[config.mk]
export PLATFORM = sky130hd
export DESIGN_NAME = hazard_ctrl_flat
export DESIGN_NICKNAME = d
export VERILOG_FILES = /design/src/rtl/hazard_if.sv /design/src/rtl/hazard_ctrl.sv /design/src/flat_wrapper.sv
export SDC_FILE = /design/constraint.sdc
export NUM_CORES = 1
export LEC_CHECK = 0
export ABC_AREA = 1
export CORE_UTILIZATION = 47
export DETAILED_ROUTE_END_ITERATION = 7
export PLACE_DENSITY = 0.89
export SYNTH_ARGS = -nofsm -noshare
export SYNTH_HDL_FRONTEND = slang
export SYNTH_SLANG_ARGS = --single-unit
[constraint.sdc]
create_clock -name clk_i -period 3.6 [get_ports clk_i]
set_input_delay 0.54 -clock clk_i [delete_from_list [all_inputs] [get_ports clk_i]]
set_output_delay 0.54 -clock clk_i [all_outputs]
set_load 0.03 [all_outputs]
[src/rtl/hazard_if.sv]
// hazard_if: pipeline-control bundle between the hazard controller (slave) and the core datapath (master); HAZARD_PERF_CNT_EN adds perf counters
interface hazard_if #(parameter int CNT_W = 16);
  logic [31:0] inst_d_i;
  logic [4:0] rsW_ex_i;
  logic RegWEn_ex_i;
  logic MemRd_ex_i;
  logic br_taken_ex_i;
  logic mem_busy_i;
  logic pc_en_o;
  logic if_id_en_o;
  logic if_id_rst_o;
  logic id_ex_en_o;
  logic id_ex_rst_o;
  logic ex_mem_en_o;
  logic mem_wb_en_o;
  logic mem_wb_rst_o;
  logic stall_o;
  logic flush_o;
  logic err_o;
`ifdef HAZARD_PERF_CNT_EN
  logic [CNT_W-1:0] stall_cnt_o;
  logic [CNT_W-1:0] flush_cnt_o;
  logic [CNT_W-1:0] freeze_cnt_o;
  modport slave (
    input inst_d_i, rsW_ex_i, RegWEn_ex_i, MemRd_ex_i, br_taken_ex_i, mem_busy_i,
    output pc_en_o, if_id_en_o, if_id_rst_o, id_ex_en_o, id_ex_rst_o, ex_mem_en_o,
           mem_wb_en_o, mem_wb_rst_o, stall_o, flush_o, err_o, stall_cnt_o, flush_cnt_o, freeze_cnt_o
  );
  modport master (
    output inst_d_i, rsW_ex_i, RegWEn_ex_i, MemRd_ex_i, br_taken_ex_i, mem_busy_i,
    input pc_en_o, if_id_en_o, if_id_rst_o, id_ex_en_o, id_ex_rst_o, ex_mem_en_o,
          mem_wb_en_o, mem_wb_rst_o, stall_o, flush_o, err_o, stall_cnt_o, flush_cnt_o, freeze_cnt_o
  );
`else
  modport slave (
    input inst_d_i, rsW_ex_i, RegWEn_ex_i, MemRd_ex_i, br_taken_ex_i, mem_busy_i,
    output pc_en_o, if_id_en_o, if_id_rst_o, id_ex_en_o, id_ex_rst_o, ex_mem_en_o,
           mem_wb_en_o, mem_wb_rst_o, stall_o, flush_o, err_o
  );
  modport master (
    output inst_d_i, rsW_ex_i, RegWEn_ex_i, MemRd_ex_i, br_taken_ex_i, mem_busy_i,
    input pc_en_o, if_id_en_o, if_id_rst_o, id_ex_en_o, id_ex_rst_o, ex_mem_en_o,
          mem_wb_en_o, mem_wb_rst_o, stall_o, flush_o, err_o
  );
`endif
endinterface

[src/rtl/hazard_ctrl.sv]
// hazard_ctrl: 5-stage pipe stall/flush/freeze sequencing with freeze watchdog; HAZARD_PERF_CNT_EN adds stall/flush/freeze counters
module hazard_ctrl #(
  parameter int TIMEOUT = 64,
  parameter int CNT_W = 16
) (
  input logic clk_i,
  input logic rst_i,
  hazard_if.slave bus
);
  localparam logic [1:0] RUN = 2'd0, FREEZE = 2'd1, ERR = 2'd2;
  localparam logic [CNT_W-1:0] TMO = CNT_W'(TIMEOUT);
  logic [1:0] state_q, state_d;
  logic [CNT_W-1:0] cnt_q, cnt_d;
  logic err_q, err_d;
  logic [6:0] op;
  logic rs1_used, rs2_used, hz, busy, br, unused_inst;
  assign op = bus.inst_d_i[6:0];
  assign busy = bus.mem_busy_i;
  assign br = bus.br_taken_ex_i;
  assign unused_inst = ^{bus.inst_d_i[31:25], bus.inst_d_i[14:7]};
  // decode source usage and the load-use hazard against the load in EX
  always_comb begin
    rs1_used = !(op == 7'b0110111 || op == 7'b0010111 || op == 7'b1101111);
    rs2_used = op == 7'b0110011 || op == 7'b0100011 || op == 7'b1100011;
    hz = bus.MemRd_ex_i && bus.RegWEn_ex_i && bus.rsW_ex_i != 5'd0 &&
         ((rs1_used && bus.inst_d_i[19:15] == bus.rsW_ex_i) ||
          (rs2_used && bus.inst_d_i[24:20] == bus.rsW_ex_i));
  end
  // freeze length counts every busy cycle including the entry cycle, so ERR lands after TIMEOUT frozen cycles
  always_comb begin
    cnt_d = !busy ? '0 : (cnt_q == TMO ? cnt_q : cnt_q + 1'b1);
    state_d = !busy ? RUN : ((state_q == ERR || cnt_d == TMO) ? ERR : FREEZE);
    err_d = err_q || state_d == ERR;
  end
  // state, counter and sticky error registers
  always_ff @(posedge clk_i) begin
    if (rst_i) begin
      state_q <= RUN;
      cnt_q <= '0;
      err_q <= 1'b0;
    end else begin
      state_q <= state_d;
      cnt_q <= cnt_d;
      err_q <= err_d;
    end
  end
  // pipe enables/clears: reset > freeze > flush > load-use > normal
  always_comb begin
    bus.pc_en_o = rst_i || (!busy && (br || !hz));
    bus.if_id_en_o = rst_i || (!busy && (br || !hz));
    bus.if_id_rst_o = rst_i || (!busy && br);
    bus.id_ex_en_o = rst_i || !busy;
    bus.id_ex_rst_o = rst_i || (!busy && (br || hz));
    bus.ex_mem_en_o = rst_i || !busy;
    bus.mem_wb_en_o = 1'b1;
    bus.mem_wb_rst_o = rst_i || busy;
    bus.stall_o = !rst_i && !busy && !br && hz;
    bus.flush_o = !rst_i && !busy && br;
    bus.err_o = err_q;
  end
`ifdef HAZARD_PERF_CNT_EN
  logic [CNT_W-1:0] stall_cnt_q, flush_cnt_q, freeze_cnt_q;
  // saturating event counters
  always_ff @(posedge clk_i) begin
    if (rst_i) begin
      stall_cnt_q <= '0;
      flush_cnt_q <= '0;
      freeze_cnt_q <= '0;
    end else begin
      stall_cnt_q <= stall_cnt_q + CNT_W'(bus.stall_o && !(&stall_cnt_q));
      flush_cnt_q <= flush_cnt_q + CNT_W'(bus.flush_o && !(&flush_cnt_q));
      freeze_cnt_q <= freeze_cnt_q + CNT_W'(busy && !(&freeze_cnt_q));
    end
  end
  assign bus.stall_cnt_o = stall_cnt_q;
  assign bus.flush_cnt_o = flush_cnt_q;
  assign bus.freeze_cnt_o = freeze_cnt_q;
`endif
endmodule

[src/flat_wrapper.sv]
// flat-port wrapper written by rule: the top's interface ports become plain ports
module hazard_ctrl_flat 
#(
  parameter int TIMEOUT = 64,
  parameter int CNT_W = 16
)
  (clk_i, rst_i, bus_inst_d_i, bus_rsW_ex_i, bus_RegWEn_ex_i, bus_MemRd_ex_i, bus_br_taken_ex_i, bus_mem_busy_i, bus_pc_en_o, bus_if_id_en_o, bus_if_id_rst_o, bus_id_ex_en_o, bus_id_ex_rst_o, bus_ex_mem_en_o, bus_mem_wb_en_o, bus_mem_wb_rst_o, bus_stall_o, bus_flush_o, bus_err_o);
  hazard_if #(.CNT_W(CNT_W)) bus_i ();
  input logic clk_i;
  input logic rst_i;
  input wire logic [$bits(bus_i.inst_d_i)-1:0] bus_inst_d_i;
  input wire logic [$bits(bus_i.rsW_ex_i)-1:0] bus_rsW_ex_i;
  input wire logic [$bits(bus_i.RegWEn_ex_i)-1:0] bus_RegWEn_ex_i;
  input wire logic [$bits(bus_i.MemRd_ex_i)-1:0] bus_MemRd_ex_i;
  input wire logic [$bits(bus_i.br_taken_ex_i)-1:0] bus_br_taken_ex_i;
  input wire logic [$bits(bus_i.mem_busy_i)-1:0] bus_mem_busy_i;
  output wire logic [$bits(bus_i.pc_en_o)-1:0] bus_pc_en_o;
  output wire logic [$bits(bus_i.if_id_en_o)-1:0] bus_if_id_en_o;
  output wire logic [$bits(bus_i.if_id_rst_o)-1:0] bus_if_id_rst_o;
  output wire logic [$bits(bus_i.id_ex_en_o)-1:0] bus_id_ex_en_o;
  output wire logic [$bits(bus_i.id_ex_rst_o)-1:0] bus_id_ex_rst_o;
  output wire logic [$bits(bus_i.ex_mem_en_o)-1:0] bus_ex_mem_en_o;
  output wire logic [$bits(bus_i.mem_wb_en_o)-1:0] bus_mem_wb_en_o;
  output wire logic [$bits(bus_i.mem_wb_rst_o)-1:0] bus_mem_wb_rst_o;
  output wire logic [$bits(bus_i.stall_o)-1:0] bus_stall_o;
  output wire logic [$bits(bus_i.flush_o)-1:0] bus_flush_o;
  output wire logic [$bits(bus_i.err_o)-1:0] bus_err_o;
  assign bus_i.inst_d_i = bus_inst_d_i;
  assign bus_i.rsW_ex_i = bus_rsW_ex_i;
  assign bus_i.RegWEn_ex_i = bus_RegWEn_ex_i;
  assign bus_i.MemRd_ex_i = bus_MemRd_ex_i;
  assign bus_i.br_taken_ex_i = bus_br_taken_ex_i;
  assign bus_i.mem_busy_i = bus_mem_busy_i;
  assign bus_pc_en_o = bus_i.pc_en_o;
  assign bus_if_id_en_o = bus_i.if_id_en_o;
  assign bus_if_id_rst_o = bus_i.if_id_rst_o;
  assign bus_id_ex_en_o = bus_i.id_ex_en_o;
  assign bus_id_ex_rst_o = bus_i.id_ex_rst_o;
  assign bus_ex_mem_en_o = bus_i.ex_mem_en_o;
  assign bus_mem_wb_en_o = bus_i.mem_wb_en_o;
  assign bus_mem_wb_rst_o = bus_i.mem_wb_rst_o;
  assign bus_stall_o = bus_i.stall_o;
  assign bus_flush_o = bus_i.flush_o;
  assign bus_err_o = bus_i.err_o;
  hazard_ctrl #(.TIMEOUT(TIMEOUT), .CNT_W(CNT_W)) u_core (.clk_i(clk_i), .rst_i(rst_i), .bus(bus_i));
endmodule
=== Yosys cells after proc, flatten, opt, wreduce, memory -nomap -nowiden ===
Index checks and enable logic that the tools add are counted.

* Reduce and logical (&&, ||, !) cells: 32
* Eq/ne operators: 12
* Muxes and demuxes: 4
* $add $sub $neg: 1

{| class="wikitable"
|+ Operators with widths
! kind !! number
|-
| $eq A16 B7 Y1 const B || 2
|-
| $mux W16 || 2
|-
| $eq A7 B6 Y1 const B || 3
|-
| $add A16 B1 Y16 const B || 1
|-
| $eq A7 B7 Y1 const B || 2
|-
| $logic_or A1 B1 Y1 || 14
|-
| $logic_and A1 B1 Y1 || 12
|-
| $eq A5 B5 Y1 || 2
|-
| $eq A7 B5 Y1 const B || 1
|-
| $logic_not A1 Y1 || 5
|-
| $reduce_bool A5 Y1 || 1
|-
| $eq A2 B2 Y1 const B || 2
|-
| $mux W2 || 2
|}

* Output and inout bits: 11
* Register bits: 19
* Bits of input ports: 43
* Logic and storage cells: 52

=== Depth between registers and ports, before layout ===
Gate-level depths: netlist of the first run.

* Depth in word-level cells: 11
* Mapped depth: 15
* Depth with buffers taken out: 15

=== Worst setup path after synthesis of the first run ===
Ideal clock, no wire load.

* Path kind: input-to-output
* From: in bus_rsW_ex_i[0]
* To: out bus_stall_o
* Buffers on the path: 0
* Required time: 3.060 ns
* Slack: 1.252 ns
* Arrival time: 1.808 ns
* Cell stages on the path: 7
* Path through: inv_1 or2_2 nand3_1 nor3_1 o211ai_1 a21o_1 nor3_1

* Cells in the longest elaborated chain, start to end: 5

{| class="wikitable"
|+ Ends and longest elaborated chain
! what !! line !! text
|-
| start, declared || flat_wrapper.sv:12 || <nowiki>input wire logic [$bits(bus_i.rsW_ex_i)-1:0] bus_rsW_ex_i;</nowiki>
|-
| $eq A5 B5 Y1 (on tied branches) || hazard_ctrl.sv:26, hazard_ctrl.sv:27 ||
|-
| $logic_and A1 B1 Y1 (on tied branches) || hazard_ctrl.sv:26, hazard_ctrl.sv:27 ||
|-
| $logic_or A1 B1 Y1 || hazard_ctrl.sv:26 || <nowiki>((rs1_used && bus.inst_d_i[19:15] == bus.rsW_ex_i) ||</nowiki>
|-
| $logic_and A1 B1 Y1 * || hazard_ctrl.sv:25 || <nowiki>hz = bus.MemRd_ex_i && bus.RegWEn_ex_i && bus.rsW_ex_i != 5'd0 &&</nowiki>
|-
| $logic_and A1 B1 Y1 * || hazard_ctrl.sv:57 || <nowiki>bus.stall_o = !rst_i && !busy && !br && hz;</nowiki>
|-
| end, declared || flat_wrapper.sv:25 || <nowiki>output wire logic [$bits(bus_i.stall_o)-1:0] bus_stall_o;</nowiki>
|}

Every way passes the cells marked *; elsewhere a longest branch is shown, timed or not.

=== Worst setup path in the final report of the first run ===
* From: in bus_rsW_ex_i[0]
* To: out bus_pc_en_o

* Cells in the longest elaborated chain, start to end: 8

{| class="wikitable"
|+ Ends and longest elaborated chain
! what !! line !! text
|-
| $eq A5 B5 Y1 (on tied branches) || hazard_ctrl.sv:26, hazard_ctrl.sv:27 ||
|-
| $logic_and A1 B1 Y1 (on tied branches) || hazard_ctrl.sv:26, hazard_ctrl.sv:27 ||
|-
| $logic_or A1 B1 Y1 || hazard_ctrl.sv:26 ||
|-
| $logic_and A1 B1 Y1 * || hazard_ctrl.sv:25 ||
|-
| $logic_not A1 Y1 * || hazard_ctrl.sv:49 || <nowiki>bus.pc_en_o = rst_i || (!busy && (br || !hz));</nowiki>
|-
| $logic_or A1 B1 Y1 * || hazard_ctrl.sv:49 ||
|-
| $logic_and A1 B1 Y1 * || hazard_ctrl.sv:49 ||
|-
| $logic_or A1 B1 Y1 * || hazard_ctrl.sv:49 ||
|-
| end, declared || flat_wrapper.sv:17 || <nowiki>output wire logic [$bits(bus_i.pc_en_o)-1:0] bus_pc_en_o;</nowiki>
|}

Marks and branches as above.

==> out/metrics.json, run 1 <==
{
  "run_status": {"value": "complete, no violations"},
  "postRouteWirelength": {"value": 3270, "unit": "um"},
  "cts.htree.levels": {"value": 1},
  "placed_cells_incl_taps": {"value": 292},
  "ctsResizeCount": {"value": 0},
  "clock_power_share": {"value": 0.266},
  "internal_power": {"value": 302, "unit": "uW"},
  "most_common_cell_after_layout_fill_and_taps_aside": {"value": "nand2_1"},
  "clock_path_buffers": {"value": 2},
  "max_cap_viol_count": {"value": 0},
  "crit_path_max_incr_delay": {"value": 0.67, "unit": "ns"},
  "worst_skew_pair.late_latency": {"value": 0.31, "unit": "ns"},
  "avgSynthCellArea": {"value": 6.09, "unit": "um2"},
  "die_h": {"value": 56.3, "unit": "um"},
  "layout.nets": {"value": 311},
  "floorplan.die_area": {"value": 0.00317, "unit": "mm2"},
  "final_core_utilization": {"value": 0.647},
  "timing.critical_path.required": {"value": 3.06, "unit": "ns"},
  "timing.critical_path.fanout_max": {"value": 3},
  "setup-tns-final": {"value": 0, "unit": "ns"},
  "finished_layout_cell_area": {"value": 0.00180, "unit": "mm2"},
  "post_synth_inst_count": {"value": 228},
  "timing_hold_violations_final": {"value": 0},
  "layout-drive-gt1-share": {"value": 0.0792},
  "power_per_cell_area": {"value": 231, "unit": "mW/mm2"},
  "switching_power": {"value": 114, "unit": "uW"},
  "grt.met1_usage": {"value": 0.287},
  "global_route.overflow_total": {"value": 0},
  "total_power": {"value": 416, "unit": "uW"},
  "start_kind": {"value": "input pin"},
  "global_route.usage.met3": {"value": 0.0507},
  "max_freq": {"value": 0.316, "unit": "GHz"},
  "root_driver": {"value": "clkbuf_4"},
  "post_route_fraction_of_the_period_consumed_by_the_critical_path": {"value": 0.878},
  "busiest_metal_layer_after_global_routing": {"value": "met2"},
  "place.detailed.hpwl": {"value": 2640, "unit": "um"},
  "vias": {"value": 1529},
  "p_leak": {"value": 0.000738, "unit": "uW"},
  "buffer_ports.inserted": {"value": 37},
  "cell_by_cell_trace_of_the_critical_path": {"value": "clkdlybuf4s50_1 -> inv_1 -> or2_2 -> nand3_1 -> nor3_1 -> o211ai_1 -> a21o_1 -> o21ai_0 -> inv_1 -> clkdlybuf4s50_1"},
  "power.share.sequential": {"value": 0.513},
  "seq_area_frac_synth": {"value": 0.274},
  "grt_usage": {"value": 0.230},
  "diodes": {"value": 0},
  "wl_per_cell": {"value": 11.1, "unit": "um"},
  "critPathCaptureType": {"value": "output port"},
  "post_synth_instance_area": {"value": 0.00139, "unit": "mm2"},
  "final_cells": {"value": 296},
  "cts_inserted_buffers": {"value": 3},
  "detailedRoute.firstPassIterationCount": {"value": 4},
  "clock-skew-final": {"value": 0.00171, "unit": "ns"},
  "syn_to_layout_area_delta": {"value": 29.8, "unit": "%"},
  "first_global_vias": {"value": 1417},
  "number_of_distinct_library_cells_after_synthesis": {"value": 31},
  "die_x_extent": {"value": 56.3, "unit": "um"},
  "worstSetupPathType": {"value": "in -> out"},
  "ratio_of_routed_vias_to_standard_cells": {"value": 5.17},
  "cts_hold_buf": {"value": 0},
  "grt_setup_unrepaired": {"value": "false"},
  "p_sw_frac": {"value": 0.275},
  "holdCritPathClass": {"value": "reg -> reg"},
  "placement_rows": {"value": 19},
  "slew_viol_final": {"value": 0},
  "setup_violations": {"value": 0},
  "yosys_warnings": {"value": 0},
  "postSynthNetCount": {"value": 273},
  "core_area": {"value": 0.00278, "unit": "mm2"},
  "final_antenna_net_count": {"value": 0},
  "tritoncts": {"value": "done"},
  "maximum_number_of_pins_on_one_net_before_global_route_repair": {"value": 15},
  "post-route-min-period": {"value": 3.16, "unit": "ns"},
  "power.ir.vdd_worst": {"value": 263, "unit": "uV"},
  "antenna_found_initial": {"value": 0},
  "fillers": {"value": 250},
  "timing.critical_path.slowest_stage_cell": {"value": "clkdlybuf4s50_1"},
  "most-common-layout-cells": {"value": "53 x nand2_1, 43 x nor2_1, 37 x clkdlybuf4s50_1"},
  "path_clk_slew": {"value": 0.10, "unit": "ns"},
  "place.gp.congestion": {"value": 0.912},
  "first_pass_grt_wire_length": {"value": 5820, "unit": "um"},
  "drt_first_iter_violations": {"value": 62},
  "ios": {"value": 54},
  "pwr-share-comb": {"value": 0.221},
  "clock_sinks": {"value": 19},
  "worstPathArrival": {"value": 2.62, "unit": "ns"},
  "register_bit_total_from_synthesis": {"value": 19},
  "grt_util_met2": {"value": 0.393},
  "post-route-drc-count": {"value": 0},
  "cts_setup_buffers": {"value": 0},
  "starting_density_of_the_core": {"value": 0.499},
  "dpl_cell_area": {"value": 0.00177, "unit": "mm2"}
}
[through the flow]
step,setup slack [ns],hold WS [ns]
after detailed placement,0.451,0.459
after floorplan,1.25,0.466
after global placement,0.479,0.450
after CTS,0.448,0.479
final,0.438,0.471
after global routing,0.323,0.503
[layout make-up]
class,instances,area (um2),area share
Multi-Input combinational cell,173,856,0.475
Inverter,30,113,0.0625
Tap cell,31,38.8,0.0215
Clock buffer,3,22.5,0.0125
Clock inverter,1,5.00,0.00278
Sequential cell,19,380,0.211
Timing Repair Buffer,39,385,0.214
[routing by layer]
metal	vias to the layer above	part of all wire
met1	693	0.45
li1	786	-
met5	-	0
met4	0	0.0095
met2	44	0.49
met3	6	0.047
[power by group through the flow]
stage	clock (uW)	combinational (uW)	sequential, uW
after floorplan	0	44.2	218
after global placement	0	90.4	218
after detailed placement	0	92.1	218
after CTS	115	92.4	213
after global routing	122	100	213
final	110	92.1	213
[critical path, delay by kind of cell]
kind	cells	cell delay, ns
buffers and inverters	4	1.33
and+or+nand+nor	3	0.41
AOI/OAI and AO/OA	3	0.35
[path summary, 6_finish.rpt]
kind / start / to / slack (ns) / cells past startpoint
worst min register to register: u_core.bus.err_o$_SDFF_PP0_ / u_core.bus.err_o$_SDFF_PP0_ / 0.47 / 2
worst max-delay path: bus_rsW_ex_i[0] / bus_pc_en_o / 0.44 / 10
worst min-delay path: u_core.bus.err_o$_SDFF_PP0_ / u_core.bus.err_o$_SDFF_PP0_ / 0.47 / 2
worst max register to register: u_core.cnt_q[0]$_SDFF_PP0_ / u_core.bus.err_o$_SDFF_PP0_ / 1.77 / 12
[state kept, by name, indices dropped and copies added, names as in the netlist]
signal and count:
u_core.state_q 2, u_core.bus.err_o 1, u_core.cnt_q 16
[Yosys cell counts (all sizes together)]
cell / number / share of area
nand2: 56 / 0.16
nor2: 50 / 0.15
inv: 30 / 0.081
nand3: 22 / 0.083
dfxtp: 19 / 0.27
o21ai: 8 / 0.032
xor2: 8 / 0.050
a21oi: 6 / 0.022
buf: 5 / 0.025
nand4: 4 / 0.018
nor3: 4 / 0.014
xnor2: 3 / 0.019
a211oi: 2 / 0.011
ha: 2 / 0.018
a21boi: 1 / 0.0054
a21o: 1 / 0.0054
clkbuf: 1 / 0.0027
conb: 1 / 0.0027
nand3b: 1 / 0.0054
nor4: 1 / 0.0045
o211ai: 1 / 0.0054
o21bai: 1 / 0.0081
or2: 1 / 0.0045
[cell families after synthesis]
family,after synthesis,synth area share
simple gates,139,0.438
compound gates,20,0.0884
flops,19,0.274
fa+ha+maj,2,0.0180
buf+inv,36,0.109
other cells,1,0.00270
xor+xnor,11,0.0694
No activity file was read; power rests on OpenSTA's default activity.
==> run 2: changes to the inputs <==
CORE_UTILIZATION = 32   (was 47)
PLACE_DENSITY = 0.66   (was 0.89)
==> run 2 against run 1 <==
  * Sequential share of layout area down 0.47 points
  * Global-route usage down 6.7 points
  * Die area up 45%
  * Total power up 9.9%
  * Register-to-register slack about the same
  * Clock power up 39%
  * Setup slack better by 0.0014 ns
  * Core utilization down 20 points
==> out/metrics.json, run 2 (same netlist as run 1, synthesis figures left out) <==
{
  "run_status": {"value": "complete, no violations"},
  "finished_layout_cell_area": {"value": 0.00184, "unit": "mm2", "change": "+2.3%"},
  "die_h": {"value": 67.9, "unit": "um", "change": "+20%"},
  "start_kind": {"value": "input pin"},
  "setup_violations": {"value": 0, "change": "unchanged"},
  "post-route-min-period": {"value": 3.16, "unit": "ns", "change": "-0.00142 ns"},
  "ctsResizeCount": {"value": 0, "change": "unchanged"},
  "cts_setup_buffers": {"value": 0, "change": "unchanged"},
  "grt_setup_unrepaired": {"value": "false"},
  "layout-drive-gt1-share": {"value": 0.0755, "change": "-0.00377"},
  "timing_hold_violations_final": {"value": 0, "change": "unchanged"},
  "max_cap_viol_count": {"value": 0, "change": "unchanged"},
  "cts_hold_buf": {"value": 0, "change": "unchanged"},
  "holdCritPathClass": {"value": "reg -> reg"},
  "postRouteWirelength": {"value": 3400, "unit": "um", "change": "+3.8%"},
  "starting_density_of_the_core": {"value": 0.340, "change": "-0.159"},
  "clock_power_share": {"value": 0.334, "change": "+0.068"},
  "worstSetupEndpoint": {"value": "bus_stall_o"},
  "detailedRoute.firstPassIterationCount": {"value": 4, "change": "unchanged"},
  "clock-skew-final": {"value": 0.00857, "unit": "ns", "change": "+0.00686 ns"},
  "p_leak": {"value": 0.000743, "unit": "uW", "change": "+0.68%"},
  "layout.nets": {"value": 311, "change": "unchanged"},
  "most-common-layout-cells": {"value": "53 x nand2_1, 43 x nor2_1, 37 x clkdlybuf4s50_1"},
  "grt_usage": {"value": 0.163, "change": "-0.0673"},
  "global_route.overflow_total": {"value": 0, "change": "unchanged"},
  "ratio_of_routed_vias_to_standard_cells": {"value": 4.62, "change": "-11%"},
  "timing.critical_path.required": {"value": 3.06, "unit": "ns", "change": "about the same"},
  "maximum_number_of_pins_on_one_net_before_global_route_repair": {"value": 15, "change": "unchanged"},
  "core_area": {"value": 0.00409, "unit": "mm2", "change": "+47%"},
  "die_x_extent": {"value": 67.9, "unit": "um", "change": "+20%"},
  "most_common_cell_after_layout_fill_and_taps_aside": {"value": "nand2_1"},
  "power.ir.vdd_worst": {"value": 165, "unit": "uV", "change": "-37%"},
  "switching_power": {"value": 119, "unit": "uW", "change": "+3.8%"},
  "place.gp.congestion": {"value": 0.843, "change": "-7.6%"},
  "worstPathArrival": {"value": 2.62, "unit": "ns", "change": "about the same"},
  "critical_path.reg2reg.endpoint": {"value": "u_core.bus.err_o$_SDFF_PP0_"},
  "r2r_start": {"value": "u_core.cnt_q[0]$_SDFF_PP0_"},
  "worstSetupPathType": {"value": "in -> out"},
  "drt_first_iter_violations": {"value": 63, "change": "+1.6%"},
  "wl_per_cell": {"value": 10.8, "unit": "um", "change": "-2.4%"},
  "regMostFlops": {"value": "u_core.cnt_q"},
  "power.share.sequential": {"value": 0.466, "change": "-0.047"},
  "first_global_vias": {"value": 1376, "change": "-2.9%"},
  "worst_skew_pair.late_latency": {"value": 0.26, "unit": "ns", "change": "-0.05 ns"},
  "vias": {"value": 1456, "change": "-4.8%"},
  "first_pass_grt_wire_length": {"value": 5730, "unit": "um", "change": "-1.5%"},
  "timing.critical_path.fanout_max": {"value": 3, "change": "unchanged"},
  "p_sw_frac": {"value": 0.259, "change": "-0.0154"},
  "power_per_cell_area": {"value": 248, "unit": "mW/mm2", "change": "+7.5%"},
  "critPathCaptureType": {"value": "output port"},
  "largest_register_ff_count": {"value": 16, "change": "unchanged"},
  "post_route_fraction_of_the_period_consumed_by_the_critical_path": {"value": 0.878, "change": "about the same"},
  "dpl_cell_area": {"value": 0.00180, "unit": "mm2", "change": "+1.3%"},
  "cts_inserted_buffers": {"value": 3, "change": "unchanged"},
  "post-route-drc-count": {"value": 0, "change": "unchanged"},
  "syn_to_layout_area_delta": {"value": 32.7, "unit": "%"},
  "final_antenna_net_count": {"value": 0, "change": "unchanged"},
  "internal_power": {"value": 339, "unit": "uW", "change": "+12%"},
  "buffer_ports.inserted": {"value": 37, "change": "unchanged"},
  "rrSetupSlack": {"value": 1.77, "unit": "ns", "change": "about the same"},
  "slew_viol_final": {"value": 0, "change": "unchanged"},
  "setup.worst_path.start": {"value": "bus_rsW_ex_i[2]"},
  "diodes": {"value": 0, "change": "unchanged"},
  "max_freq": {"value": 0.316, "unit": "GHz", "change": "about the same"},
  "ios": {"value": 54, "change": "unchanged"},
  "reg2reg_depth": {"value": 12, "change": "unchanged"},
  "pwr-share-comb": {"value": 0.200, "change": "-0.021"},
  "clock_sinks": {"value": 19, "change": "unchanged"},
  "cts.htree.levels": {"value": 1, "change": "unchanged"},
  "placement_rows": {"value": 23, "change": "+4"},
  "path_clk_slew": {"value": 0.07, "unit": "ns", "change": "-0.03 ns"},
  "root_driver": {"value": "clkbuf_8"},
  "setup-tns-final": {"value": 0, "unit": "ns", "change": "unchanged"},
  "tritoncts": {"value": "done"},
  "antenna_found_initial": {"value": 0, "change": "unchanged"},
  "clock_path_buffers": {"value": 2, "change": "unchanged"},
  "fillers": {"value": 434, "change": "+74%"},
  "floorplan.die_area": {"value": 0.00460, "unit": "mm2", "change": "+45%"},
  "place.detailed.hpwl": {"value": 2700, "unit": "um", "change": "+2.1%"}
}
## run 2: cell types whose count changed in the layout (fill, tap and decap cells not counted), sizes merged
cell    delta
clkbuf     +1
clkinv     -1
## run 2: worst min path at each step
stage                                      startpoint                          end  slack, ns  cells past startpoint
final                     u_core.bus.err_o$_SDFF_PP0_  u_core.bus.err_o$_SDFF_PP0_       0.46                      2
after CTS                 u_core.bus.err_o$_SDFF_PP0_  u_core.bus.err_o$_SDFF_PP0_       0.46                      2
after global placement    u_core.bus.err_o$_SDFF_PP0_  u_core.bus.err_o$_SDFF_PP0_       0.45                      2
after global routing      u_core.bus.err_o$_SDFF_PP0_  u_core.bus.err_o$_SDFF_PP0_       0.52                      2
after floorplan           u_core.cnt_q[15]$_SDFF_PP0_  u_core.cnt_q[15]$_SDFF_PP0_       0.47                      2
after detailed placement  u_core.bus.err_o$_SDFF_PP0_  u_core.bus.err_o$_SDFF_PP0_       0.44                      2
## run 2: worst max-delay path, stage by stage
cell and delay, ns:
clkdlybuf4s50_1 0.48, xor2_1 0.19, nor3_1 0.22, o211ai_1 0.13, a21o_1 0.19, nor3_1 0.16, clkdlybuf4s50_1 0.70
## run 2: power groups by stage
stage	Combinational, uW	Clock (uW)	Sequential [uW]
2_1_floorplan	44.2	0	218
3_3_place_gp	91.3	0	218
3_5_place_dp	91.7	0	218
4_1_cts	92.2	156	213
5_1_grt	98.7	163	213
6_report	91.6	153	213
## run 2: metrics by stage
stage	worst slack (ns)	cells	hold slack, ns	utilization	power [uW]
floorplan	1.25	228	0.466	-	262
global placement	0.463	311	0.447	0.440	309
detailed placement	0.465	311	0.440	0.440	310
CTS	0.451	315	0.460	0.451	461
global route	0.319	315	0.519	0.451	475
finish	0.440	315	0.457	0.451	457
## run 2: routing by layer
metal	global-route usage	vias up	wire [um]
met5	0	-	0
met4	0.0651	0	38
met3	0.0367	4	122
met2	0.285	27	1550
met1	0.192	634	1680
li1	-	791	-
## run 2: layout make-up
class / count / area (um2) / share of cell area
clock buffers: 4 / 45.0 / 0.0245
inverters: 30 / 113 / 0.0611
multi-input cells: 173 / 856 / 0.465
flip-flops and latches: 19 / 380 / 0.207
well taps: 50 / 62.6 / 0.0340
repair buffers: 39 / 385 / 0.209
